$ cat config.mk
export PLATFORM = sky130hd
export DESIGN_NAME = multicycle_core
export DESIGN_NICKNAME = d
export VERILOG_FILES = /design/src/rtl/core_pkg.sv /design/src/rtl/core_alu.sv /design/src/rtl/multicycle_core.sv
export SDC_FILE = /design/constraint.sdc
export NUM_CORES = 2
export LEC_CHECK = 0
export CELL_PAD_IN_SITES_DETAIL_PLACEMENT = 1
export CELL_PAD_IN_SITES_GLOBAL_PLACEMENT = 1
export CORE_MARGIN = 2
export CORE_UTILIZATION = 52
export CTS_CLUSTER_SIZE = 28
export DETAILED_ROUTE_END_ITERATION = 8
export GPL_TIMING_DRIVEN = 0
export PLACE_DENSITY_LB_ADDON = 0.1
export RECOVER_POWER = 25
export SETUP_SLACK_MARGIN = 0.15
export SYNTH_ARGS = -nofsm -noshare
export SYNTH_HDL_FRONTEND = slang
export SYNTH_HIERARCHICAL = 1
export SYNTH_SLANG_ARGS = --single-unit
$ cat constraint.sdc
create_clock -name clk -period 10 [get_ports clk]
set_clock_uncertainty 0.05 [all_clocks]
set_input_delay 2.5 -clock clk [delete_from_list [all_inputs] [get_ports clk]]
set_output_delay 2.5 -clock clk [all_outputs]
set_load 0.005 [all_outputs]
$ cat src/rtl/core_pkg.sv
// Shared encodings for the multicycle core: opcode/funct constants, FSM states
// and ALU operations.
package core_pkg;

  localparam logic [6:0] OP_R      = 7'b0110011;
  localparam logic [6:0] OP_IMM    = 7'b0010011;
  localparam logic [6:0] OP_LOAD   = 7'b0000011;
  localparam logic [6:0] OP_STORE  = 7'b0100011;
  localparam logic [6:0] OP_BRANCH = 7'b1100011;

  localparam logic [2:0] F3_ADDSUB = 3'b000;
  localparam logic [2:0] F3_OR     = 3'b110;
  localparam logic [2:0] F3_AND    = 3'b111;
  localparam logic [2:0] F3_WORD   = 3'b010;
  localparam logic [2:0] F3_BEQ    = 3'b000;

  localparam logic [6:0] F7_BASE   = 7'b0000000;
  localparam logic [6:0] F7_SUB    = 7'b0100000;

  typedef enum logic [2:0] {
    S_FETCH, S_DECODE, S_EXEC, S_MEM, S_WB, S_HALT
  } state_e;

  typedef enum logic [1:0] {
    ALU_ADD, ALU_SUB, ALU_AND, ALU_OR
  } alu_op_e;

endpackage

$ cat src/rtl/core_alu.sv
// Combinational ALU; the zero flag doubles as the BEQ equality test (SUB).
module core_alu
  import core_pkg::*;
#(
  parameter int XLEN = 32
) (
  input  alu_op_e         op,
  input  logic [XLEN-1:0] a,
  input  logic [XLEN-1:0] b,
  output logic [XLEN-1:0] result,
  output logic            zero
);

  always_comb begin
    case (op)
      ALU_SUB: result = a - b;
      ALU_AND: result = a & b;
      ALU_OR:  result = a | b;
      default: result = a + b;
    endcase
  end

  assign zero = (result == '0);

endmodule

$ cat src/rtl/multicycle_core.sv
// Multicycle RV32-subset core: FETCH/DECODE/EXEC/MEM/WB with a local register
// file and request/valid memory ports.
module multicycle_core
  import core_pkg::*;
#(
  parameter int              XLEN     = 32,
  parameter int              NREG     = 32,
  parameter logic [XLEN-1:0] RESET_PC = '0
) (
  input  logic            clk,
  input  logic            reset,
  output logic            imem_req,
  output logic [XLEN-1:0] imem_addr,
  input  logic [31:0]     imem_rdata,
  input  logic            imem_valid,
  output logic            dmem_req,
  output logic            dmem_we,
  output logic [XLEN-1:0] dmem_addr,
  output logic [XLEN-1:0] dmem_wdata,
  input  logic [XLEN-1:0] dmem_rdata,
  input  logic            dmem_valid,
  output logic            halted
);

  localparam int RW = (NREG > 1) ? $clog2(NREG) : 1;

  state_e          state_q, state_d;
  logic [XLEN-1:0] pc_q, pc_d, rs1_q, rs1_d, rs2_q, rs2_d, imm_q, imm_d;
  logic [XLEN-1:0] alu_q, alu_d, ld_q, ld_d;
  logic [31:0]     ir_q, ir_d;
  logic            imem_req_q, imem_req_d, dmem_req_q, dmem_req_d;
  logic            halted_q, halted_d;

  logic [XLEN-1:0] rf_q [NREG];
  logic            rf_we;
  logic [XLEN-1:0] rf_wdata;

  logic [6:0] opcode, f7;
  logic [2:0] f3;
  logic [4:0] rd_f, rs1_f, rs2_f;
  assign opcode = ir_q[6:0];
  assign rd_f   = ir_q[11:7];
  assign f3     = ir_q[14:12];
  assign rs1_f  = ir_q[19:15];
  assign rs2_f  = ir_q[24:20];
  assign f7     = ir_q[31:25];

  function automatic logic reg_ok(input logic [4:0] idx);
    return {27'b0, idx} < 32'(NREG);
  endfunction

  logic [XLEN-1:0] imm_i, imm_s, imm_b;
  assign imm_i = {{(XLEN-12){ir_q[31]}}, ir_q[31:20]};
  assign imm_s = {{(XLEN-12){ir_q[31]}}, ir_q[31:25], ir_q[11:7]};
  assign imm_b = {{(XLEN-13){ir_q[31]}}, ir_q[31], ir_q[7], ir_q[30:25], ir_q[11:8], 1'b0};

  logic legal;
  always_comb begin
    legal = 1'b0;
    case (opcode)
      OP_R:      legal = ((f7 == F7_BASE && (f3 == F3_ADDSUB || f3 == F3_OR || f3 == F3_AND)) ||
                          (f7 == F7_SUB && f3 == F3_ADDSUB)) &&
                         reg_ok(rd_f) && reg_ok(rs1_f) && reg_ok(rs2_f);
      OP_IMM:    legal = (f3 == F3_ADDSUB) && reg_ok(rd_f) && reg_ok(rs1_f);
      OP_LOAD:   legal = (f3 == F3_WORD) && reg_ok(rd_f) && reg_ok(rs1_f);
      OP_STORE:  legal = (f3 == F3_WORD) && reg_ok(rs1_f) && reg_ok(rs2_f);
      OP_BRANCH: legal = (f3 == F3_BEQ) && reg_ok(rs1_f) && reg_ok(rs2_f);
      default:   legal = 1'b0;
    endcase
  end

  alu_op_e         alu_op;
  logic [XLEN-1:0] alu_b, alu_res;
  logic            alu_zero;
  always_comb begin
    alu_op = ALU_ADD;
    if (opcode == OP_BRANCH) alu_op = ALU_SUB;
    else if (opcode == OP_R) begin
      case (f3)
        F3_OR:   alu_op = ALU_OR;
        F3_AND:  alu_op = ALU_AND;
        default: alu_op = f7[5] ? ALU_SUB : ALU_ADD;
      endcase
    end
  end
  assign alu_b = (opcode == OP_R || opcode == OP_BRANCH) ? rs2_q : imm_q;

  core_alu #(.XLEN(XLEN)) u_alu (
    .op(alu_op), .a(rs1_q), .b(alu_b), .result(alu_res), .zero(alu_zero)
  );

  logic [XLEN-1:0] pc_inc, br_tgt;
  assign pc_inc = pc_q + XLEN'(4);
  assign br_tgt = pc_q + imm_q;

  always_comb begin
    state_d    = state_q;
    pc_d       = pc_q;
    ir_d       = ir_q;
    rs1_d      = rs1_q;
    rs2_d      = rs2_q;
    imm_d      = imm_q;
    alu_d      = alu_q;
    ld_d       = ld_q;
    imem_req_d = 1'b0;
    dmem_req_d = 1'b0;
    halted_d   = halted_q;
    rf_we      = 1'b0;
    rf_wdata   = (opcode == OP_LOAD) ? ld_q : alu_q;
    case (state_q)
      S_FETCH: begin
        imem_req_d = 1'b1;
        // The request flop is low for one cycle after reset; ignore stray valids then.
        if (imem_req_q && imem_valid) begin
          ir_d       = imem_rdata;
          imem_req_d = 1'b0;
          state_d    = S_DECODE;
        end
      end
      S_DECODE: begin
        rs1_d = rf_q[ir_q[15 +: RW]];
        rs2_d = rf_q[ir_q[20 +: RW]];
        imm_d = (opcode == OP_STORE) ? imm_s : (opcode == OP_BRANCH) ? imm_b : imm_i;
        if (legal) state_d = S_EXEC;
        else begin
          state_d  = S_HALT;
          halted_d = 1'b1;
        end
      end
      S_EXEC: begin
        alu_d = alu_res;
        if (opcode == OP_LOAD || opcode == OP_STORE) begin
          state_d    = S_MEM;
          dmem_req_d = 1'b1;
        end else if (opcode == OP_BRANCH) begin
          if (alu_zero && br_tgt[1:0] != 2'b00) begin
            state_d  = S_HALT;
            halted_d = 1'b1;
          end else begin
            pc_d       = alu_zero ? br_tgt : pc_inc;
            state_d    = S_FETCH;
            imem_req_d = 1'b1;
          end
        end else state_d = S_WB;
      end
      S_MEM: begin
        dmem_req_d = 1'b1;
        if (dmem_valid) begin
          dmem_req_d = 1'b0;
          if (opcode == OP_LOAD) begin
            ld_d    = dmem_rdata;
            state_d = S_WB;
          end else begin
            pc_d       = pc_inc;
            state_d    = S_FETCH;
            imem_req_d = 1'b1;
          end
        end
      end
      S_WB: begin
        rf_we      = (rd_f != 5'd0);
        pc_d       = pc_inc;
        state_d    = S_FETCH;
        imem_req_d = 1'b1;
      end
      default: state_d = S_HALT;
    endcase
  end

  always_ff @(posedge clk) begin
    if (reset) begin
      state_q    <= S_FETCH;
      pc_q       <= RESET_PC;
      ir_q       <= '0;
      rs1_q      <= '0;
      rs2_q      <= '0;
      imm_q      <= '0;
      alu_q      <= '0;
      ld_q       <= '0;
      imem_req_q <= 1'b0;
      dmem_req_q <= 1'b0;
      halted_q   <= 1'b0;
    end else begin
      state_q    <= state_d;
      pc_q       <= pc_d;
      ir_q       <= ir_d;
      rs1_q      <= rs1_d;
      rs2_q      <= rs2_d;
      imm_q      <= imm_d;
      alu_q      <= alu_d;
      ld_q       <= ld_d;
      imem_req_q <= imem_req_d;
      dmem_req_q <= dmem_req_d;
      halted_q   <= halted_d;
    end
  end

  // x0 is never written, so its reset value keeps it reading as zero.
  always_ff @(posedge clk) begin
    if (reset) begin
      for (int i = 0; i < NREG; i++) rf_q[i] <= '0;
    end else if (rf_we) begin
      rf_q[ir_q[7 +: RW]] <= rf_wdata;
    end
  end

  assign imem_req   = imem_req_q;
  assign imem_addr  = pc_q;
  assign dmem_req   = dmem_req_q;
  assign dmem_we    = (opcode == OP_STORE);
  assign dmem_addr  = alu_q;
  assign dmem_wdata = rs2_q;
  assign halted     = halted_q;

endmodule

Word level (Yosys, flattened, before mapping) --
Memories as Yosys holds them, arrays and structs flattened. A register that Yosys moved wholly into a read port is not among the register bits. Index checks and enable logic that the tools add are counted.
Word-level totals: register bits after elaboration 147, RAM bits 1024, output and inout bits 100, memories kept 1
Memory list:
- rf_q | words 32, width 32, rd ports 2, clocked after memory_dff 2, write ports 32, line multicycle_core.sv:34 | logic [XLEN-1:0] rf_q [NREG];
Cells by class: $add $sub $neg 4, eq/ne operators 24, multiplexer cells 49, bitwise logic cells 2, reductions and logical operators 25
Operators by type and width (count):
- $mux W32 | 9
- $pmux W32 S3 | 2
- $add A32 B32 Y32 | 2
- $add A32 B3 Y32 const B | 1
- $and A32 B32 Y32 | 1
- $logic_not A32 Y1 | 1
- $or A32 B32 Y32 | 1
- $reduce_or A32 Y1 | 1
- $sub A32 B32 Y32 | 1
- $mux W12 | 2
- $eq A7 B6 Y1 const B | 3
- $mux W3 | 7
- $mux W1 | 20
- $ne A2 B2 Y1 const B | 8
- $pmux W3 S5 | 1
- $eq A3 B2 Y1 const B | 3
- $eq A3 B3 Y1 const B | 3
- $eq A7 B2 Y1 const B | 1
- $eq A7 B5 Y1 const B | 1
- $eq A7 B7 Y1 const B | 1
- $logic_not A7 Y1 | 1
- $logic_not A3 Y1 | 2
- $reduce_and A6 Y1 | 1
- $logic_or A1 B1 Y1 | 5
- other kinds (17) | 26

Depth between registers and ports, before layout --
depth in word-level cells 12, depth in mapped cells 36, gate-level depth less buffers 30

Modules after synthesis --
The synthesis kept the hierarchy.
Modules (own cells, without submodules):
- multicycle_core | instances 1, cells each 4467, area each 61814.3 µm², seq. area each 34973.5 µm²
- core_alu | instances 1, cells each 522, area each 3524.6 µm², seq. area each 0.0 µm²

Least setup slack after synthesis --
No wires, ideal clock.
path kind reg-to-reg, from register ir_q[6], to register pc_q[17] (netlist: imem_addr[17]), data arrival time 7966 ps, path slack 1851 ps, stages on the path, launching flop included 33, path buffers 4, cell sequence dfxtp_1 clkbuf_1 nand2b_1 a21oi_1 clkbuf_1 mux2_2 or4_1 nor4b_2 nand2_1 or3_1 nor4_1 a21oi_1 xnor2_1 ha_1 buf_2 nor2_1 mux2i_1 nor2_1 nor4_2 o2111ai_1 or4_1 nor4_1 nand4_1 or4_1 nor4b_2 o21ai_0 nand4_1 o22ai_2 a21boi_1 clkbuf_1 nor2_1 o211ai_1 a21oi_1
On the way: longest elaborated chain between the ends 11, elaborated cells on any way between the ends 29, those cells by class add/sub: 2; eq/ne: 11; mux: 9; bitwise: 2; reduce/logical: 5
RTL lines:
- start, declared | line multicycle_core.sv:30 | logic [31:0] ir_q, ir_d;
- start signal, assigned | line multicycle_core.sv:186 | ir_q <= ir_d;
- $eq A7 B6 Y1 / $eq A7 B7 Y1 (equally long branches) | line multicycle_core.sv:86 | assign alu_b = (opcode == OP_R || opcode == OP_BRANCH) ? rs2_q : imm_q;
- $logic_or A1 B1 Y1 (*) | line multicycle_core.sv:86
- $mux W32 (*) | line multicycle_core.sv:86
- named net alu_b[4] | line multicycle_core.sv:73 | logic [XLEN-1:0] alu_b, alu_res;
- $add A32 B32 Y32 (tied with other cells) | line core_alu.sv:19 | default: result = a + b;
- $pmux W32 S3 (*) | line core_alu.sv:15 | case (op)
- $logic_not A32 Y1 (*) | line core_alu.sv:23 | assign zero = (result == '0);
- named net alu_zero | line multicycle_core.sv:74 | logic alu_zero;
- $mux W32 | line multicycle_core.sv:140 | pc_d = alu_zero ? br_tgt : pc_inc;
- $mux W32 | line multicycle_core.sv:136 | if (alu_zero && br_tgt[1:0] != 2'b00) begin
- $mux W32 | line multicycle_core.sv:135 | end else if (opcode == OP_BRANCH) begin
- $mux W32 | line multicycle_core.sv:132 | if (opcode == OP_LOAD || opcode == OP_STORE) begin
- $pmux W32 S3 | line multicycle_core.sv:110 | case (state_q)
- end signal, assigned | line multicycle_core.sv:185 | pc_q <= pc_d;
- end, declared | line multicycle_core.sv:28 | logic [XLEN-1:0] pc_q, pc_d, rs1_q, rs1_d, rs2_q, rs2_d, imm_q, imm_d;
The timed path passes the listed nets; every way through them passes the cells marked *. The select of a mux whose other input is x is not followed. A chain may end at the register's enable or synchronous reset.

Final worst setup path --
from register ir_q[3], to register pc_q[30] (netlist: imem_addr[30])
The elaborated chain is that of the path after synthesis.

==> flow_metrics.env <==
export IMPL_yosysTopAreaCellShare=0.4706
export IMPL_rsz0062_at_grt="no"
export IMPL_path_max_fanout=10
export IMPL_placedInstanceArea_um2=69720
export IMPL_final_area_um2=74200
export IMPL_detail_route_iter0_violations=6457
export IMPL_drt_wirelength_per_cell_um=34.35
export IMPL_ant_nets=0
export IMPL_slew_headroom=-0.8914
export IMPL_leakage_nw=23.89
export IMPL_clkPwrFrac=0.380
export IMPL_ys_ff_latch=1235
export IMPL_yosys_top_cells_area="edfxtp_1, mux4_2, nor2_1"
export IMPL_ios=168
export IMPL_netlist_instances=4989
export IMPL_grt_pass1_vias=48663
export IMPL_yosys_warnings=6
export IMPL_die_h_um=358.5
export IMPL_netlist_area_um2=65340
export IMPL_max_freq_mhz=105.3
export IMPL_drc=0
export IMPL_core_um2=125100
export IMPL_gr_total_overflow=0
export IMPL_grt_antenna_before_repair=11
export IMPL_max_cap_violations=7
export IMPL_power_switching_mw=3.767
export IMPL_synthToLayoutAreaGrowth_pct=13.56
export IMPL_combPwrFrac=0.175
export IMPL_status="finished with violations"
export IMPL_grt_use_total=0.3811
export IMPL_reg2reg_from="ir_q[3]$_SDFFE_PP0P_"
export IMPL_numClockSinks=1235
export IMPL_start_kind="flop"
export IMPL_synth_edf_count=1024
export IMPL_ff2ff_setup_slack_ns=0.50
export IMPL_worstPathRequired_ns=10.58
export IMPL_synth_area_per_cell_um2=13.10
export IMPL_cp_slowest_cell="or4_1"
export IMPL_grt_pass1_wl_um=346300
export IMPL_finalMaxSlewViolations=49
export IMPL_finalSetupViolCount=0
export IMPL_finalHoldViolations=0
export IMPL_min_to="ld_q[16]$_SDFFE_PP0P_"
export IMPL_switching_share=0.2844
export IMPL_violations="capacitance limit, slew limit"
export IMPL_ctsRootBufferMaster="clkbuf_16"
export IMPL_critPathKind="reg -> reg"
export IMPL_cts_buffers=138
export IMPL_gp_congestion=0.9593
export IMPL_power_internal_mw=9.479
export IMPL_port_buffers=166
export IMPL_synthArstFlopShare=0
export IMPL_start_util=0.5224
export IMPL_cts_tree="yes"
export IMPL_whs_ns=0.4082
export IMPL_power_density_nw_per_um2=178.5
export IMPL_grt_max_degree=33
export IMPL_num_rows=130
export IMPL_min_delay_start="ld_q[16]$_SDFFE_PP0P_"
export IMPL_r2r_end="imem_addr[30]$_SDFFE_PP0P_"
export IMPL_post_dp_hpwl_um=188300
export IMPL_synth_cell_types=113
export IMPL_worst_slew_pin_slew_ns=2.798
export IMPL_viasPerCell=6.786
export IMPL_layout_min_cycle_time_ns=9.498
export IMPL_r2r_cells=31
export IMPL_drt_pass1_iter_count=6
export IMPL_yosysSeqAreaShare=0.5353
export IMPL_die_w_um=358.5
export IMPL_drive_gt1_frac=0.1906
export IMPL_vdd_drop_max_v=0.0001911
export IMPL_synth_top_cell_by_area="edfxtp_1"
export IMPL_min_path_type="reg -> reg"
export IMPL_endpoint_kind="flop"
export IMPL_max_stage_delay_ns=0.66
export IMPL_final_util=0.5932
export IMPL_p_seq_frac=0.445
export IMPL_fin_total_pwr_mw=13.25
export IMPL_cts_hold_buffers=0
export IMPL_crit_arrival_ns=10.08
export IMPL_wl_um=244700
export IMPL_hold_depth=2
export IMPL_cts_buffer_depth=3
export IMPL_post_route_period_util=0.9498
export IMPL_nNetsFinal=5490
export IMPL_clk_latency_ns=0.80
export IMPL_vias=48333
export IMPL_h_tree_depth=4
export IMPL_synth_ff_type="edfxtp_1"
export IMPL_clkTransAtPathRegs_ns=0.06
export IMPL_die_area_um2=128500
-- flip-flops by register name (all words and copies together), names as in the netlist --
signal	flops
ld_q	32
imm_q	13
dmem_wdata	32
state_q	3
rs1_q	32
rf_q	1024
imem_addr	32
dmem_addr	32
dmem_req	1
imem_req	1
halted	1
ir_q	32
-- per-layer routing --
metal | global-route usage | vias to the layer above | part of all wire
met2 | 0.6009 | 3165 | 0.46
met5 | 0 | - | 0.00029
met4 | 0.1544 | 10 | 0.044
li1 | - | 19673 | -
met3 | 0.1140 | 505 | 0.12
met1 | 0.4968 | 24980 | 0.37
-- cell families after synthesis --
group / after synthesis / share of synthesized area
simple gates: 1766 / 0.1111
mux: 753 / 0.2382
fa+ha+maj: 95 / 0.01743
other cells: 1 / 0.00005739
compound gates: 568 / 0.05737
buf+inv: 497 / 0.03052
xor+xnor: 74 / 0.01003
flops: 1235 / 0.5353
-- placed cells by master (no fill, tap or decap), types with 13 or more instances in the layout --
| cell | n |
|---|---|
| xnor2_1 | 39 |
| nand3_1 | 32 |
| o21ai_0 | 72 |
| mux2i_1 | 95 |
| or3_1 | 13 |
| maj3_1 | 25 |
| nor2_1 | 1155 |
| nor3_1 | 40 |
| buf_12 | 21 |
| a211oi_1 | 81 |
| ha_1 | 66 |
| clkbuf_1 | 396 |
| inv_1 | 28 |
| nand2_1 | 356 |
| a21o_1 | 40 |
| clkbuf_16 | 140 |
| nand4_1 | 15 |
| mux2_2 | 13 |
| a21oi_1 | 220 |
| buf_2 | 67 |
| conb_1 | 32 |
| mux4_2 | 640 |
| clkinv_2 | 22 |
| clkdlybuf4s50_1 | 71 |
| dfxtp_1 | 211 |
| clkinv_1 | 23 |
| edfxtp_1 | 1024 |
| dlygate4sd3_1 | 95 |
| xor2_1 | 34 |
| buf_1 | 25 |
| nor2b_1 | 18 |
| nand2_2 | 34 |
| o211ai_1 | 14 |
-- Yosys cell counts (all sizes together) (15+ instances only) --
master	n
nor3	40
dfxtp	211
nand2	390
xnor2	39
maj3	27
nor2b	19
nand4	15
mux2i	99
o21ai	78
nand3	33
mux4	640
buf	104
edfxtp	1024
a21oi	224
clkbuf	363
nor4	15
nor2	1156
a211oi	83
xor2	35
a21o	41
ha	66
inv	30
-- stage by stage --
stage	TNS (ns)	cells	worst slack [ns]
floorplan	0	5020	1.851
global placement	-79.71	6836	-2.556
detailed placement	-78.45	6859	-2.506
CTS	0	7113	0.2224
global route	0	7116	0.2038
finish	0	7122	0.5020
-- worst max path at each step --
stage	from	endpoint	slack (ns)	cells after the start
after floorplan	ir_q[6]$_SDFFE_PP0P_	imem_addr[17]$_SDFFE_PP0P_	1.85	32
after global placement	ir_q[6]$_SDFFE_PP0P_	imem_addr[17]$_SDFFE_PP0P_	-2.56	32
after detailed placement	ir_q[6]$_SDFFE_PP0P_	imem_addr[17]$_SDFFE_PP0P_	-2.51	32
after CTS	ir_q[3]$_SDFFE_PP0P_	imem_addr[4]$_SDFFE_PP0P_	0.22	34
after global routing	ir_q[3]$_SDFFE_PP0P_	imem_addr[30]$_SDFFE_PP0P_	0.20	31
final	ir_q[3]$_SDFFE_PP0P_	imem_addr[30]$_SDFFE_PP0P_	0.50	31
-- worst max-delay path: cells and delay by family (launching register included) --
family	cells	cell delay, ns
and+or+nand+nor	17	5.43
muxes	2	0.71
adders and majority gates	1	0.28
AOI/OAI and AO/OA	7	1.74
buffers and inverters	3	0.63
xor gates and xnor gates	1	0.14
DFF	1	0.33
-- final cells by class --
class,count,area (µm²)
Sequential cell,1235,34970
Clock buffer,184,3732
Antenna cell,6,15.01
Inverter,30,112.6
Multi-Input combinational cell,3288,28650
Fill cell,12274,50880
Buffer,466,1884
Tap cell,1650,2064
Timing Repair Buffer,195,2166
Clock inverter,68,603.1
-- power groups by stage --
stage	Sequential, mW	Combinational (mW)	Clock [mW]
finish	5.90	2.32	5.03
global route	5.91	2.42	5.21
CTS	5.89	2.26	5.02
detailed placement	6.00	2.22	0
global placement	5.98	2.15	0
floorplan	5.93	1.46	0
-- timing repair --
| item | CTS | global route |
|---|---|---|
| resized for setup | 18 | 9 |
| pin swaps | 2 | 1 |
| endpoints found under the setup margin | 36 | 32 |
| setup buffers | 3 | 1 |
(Power assumes the default switching activity.)
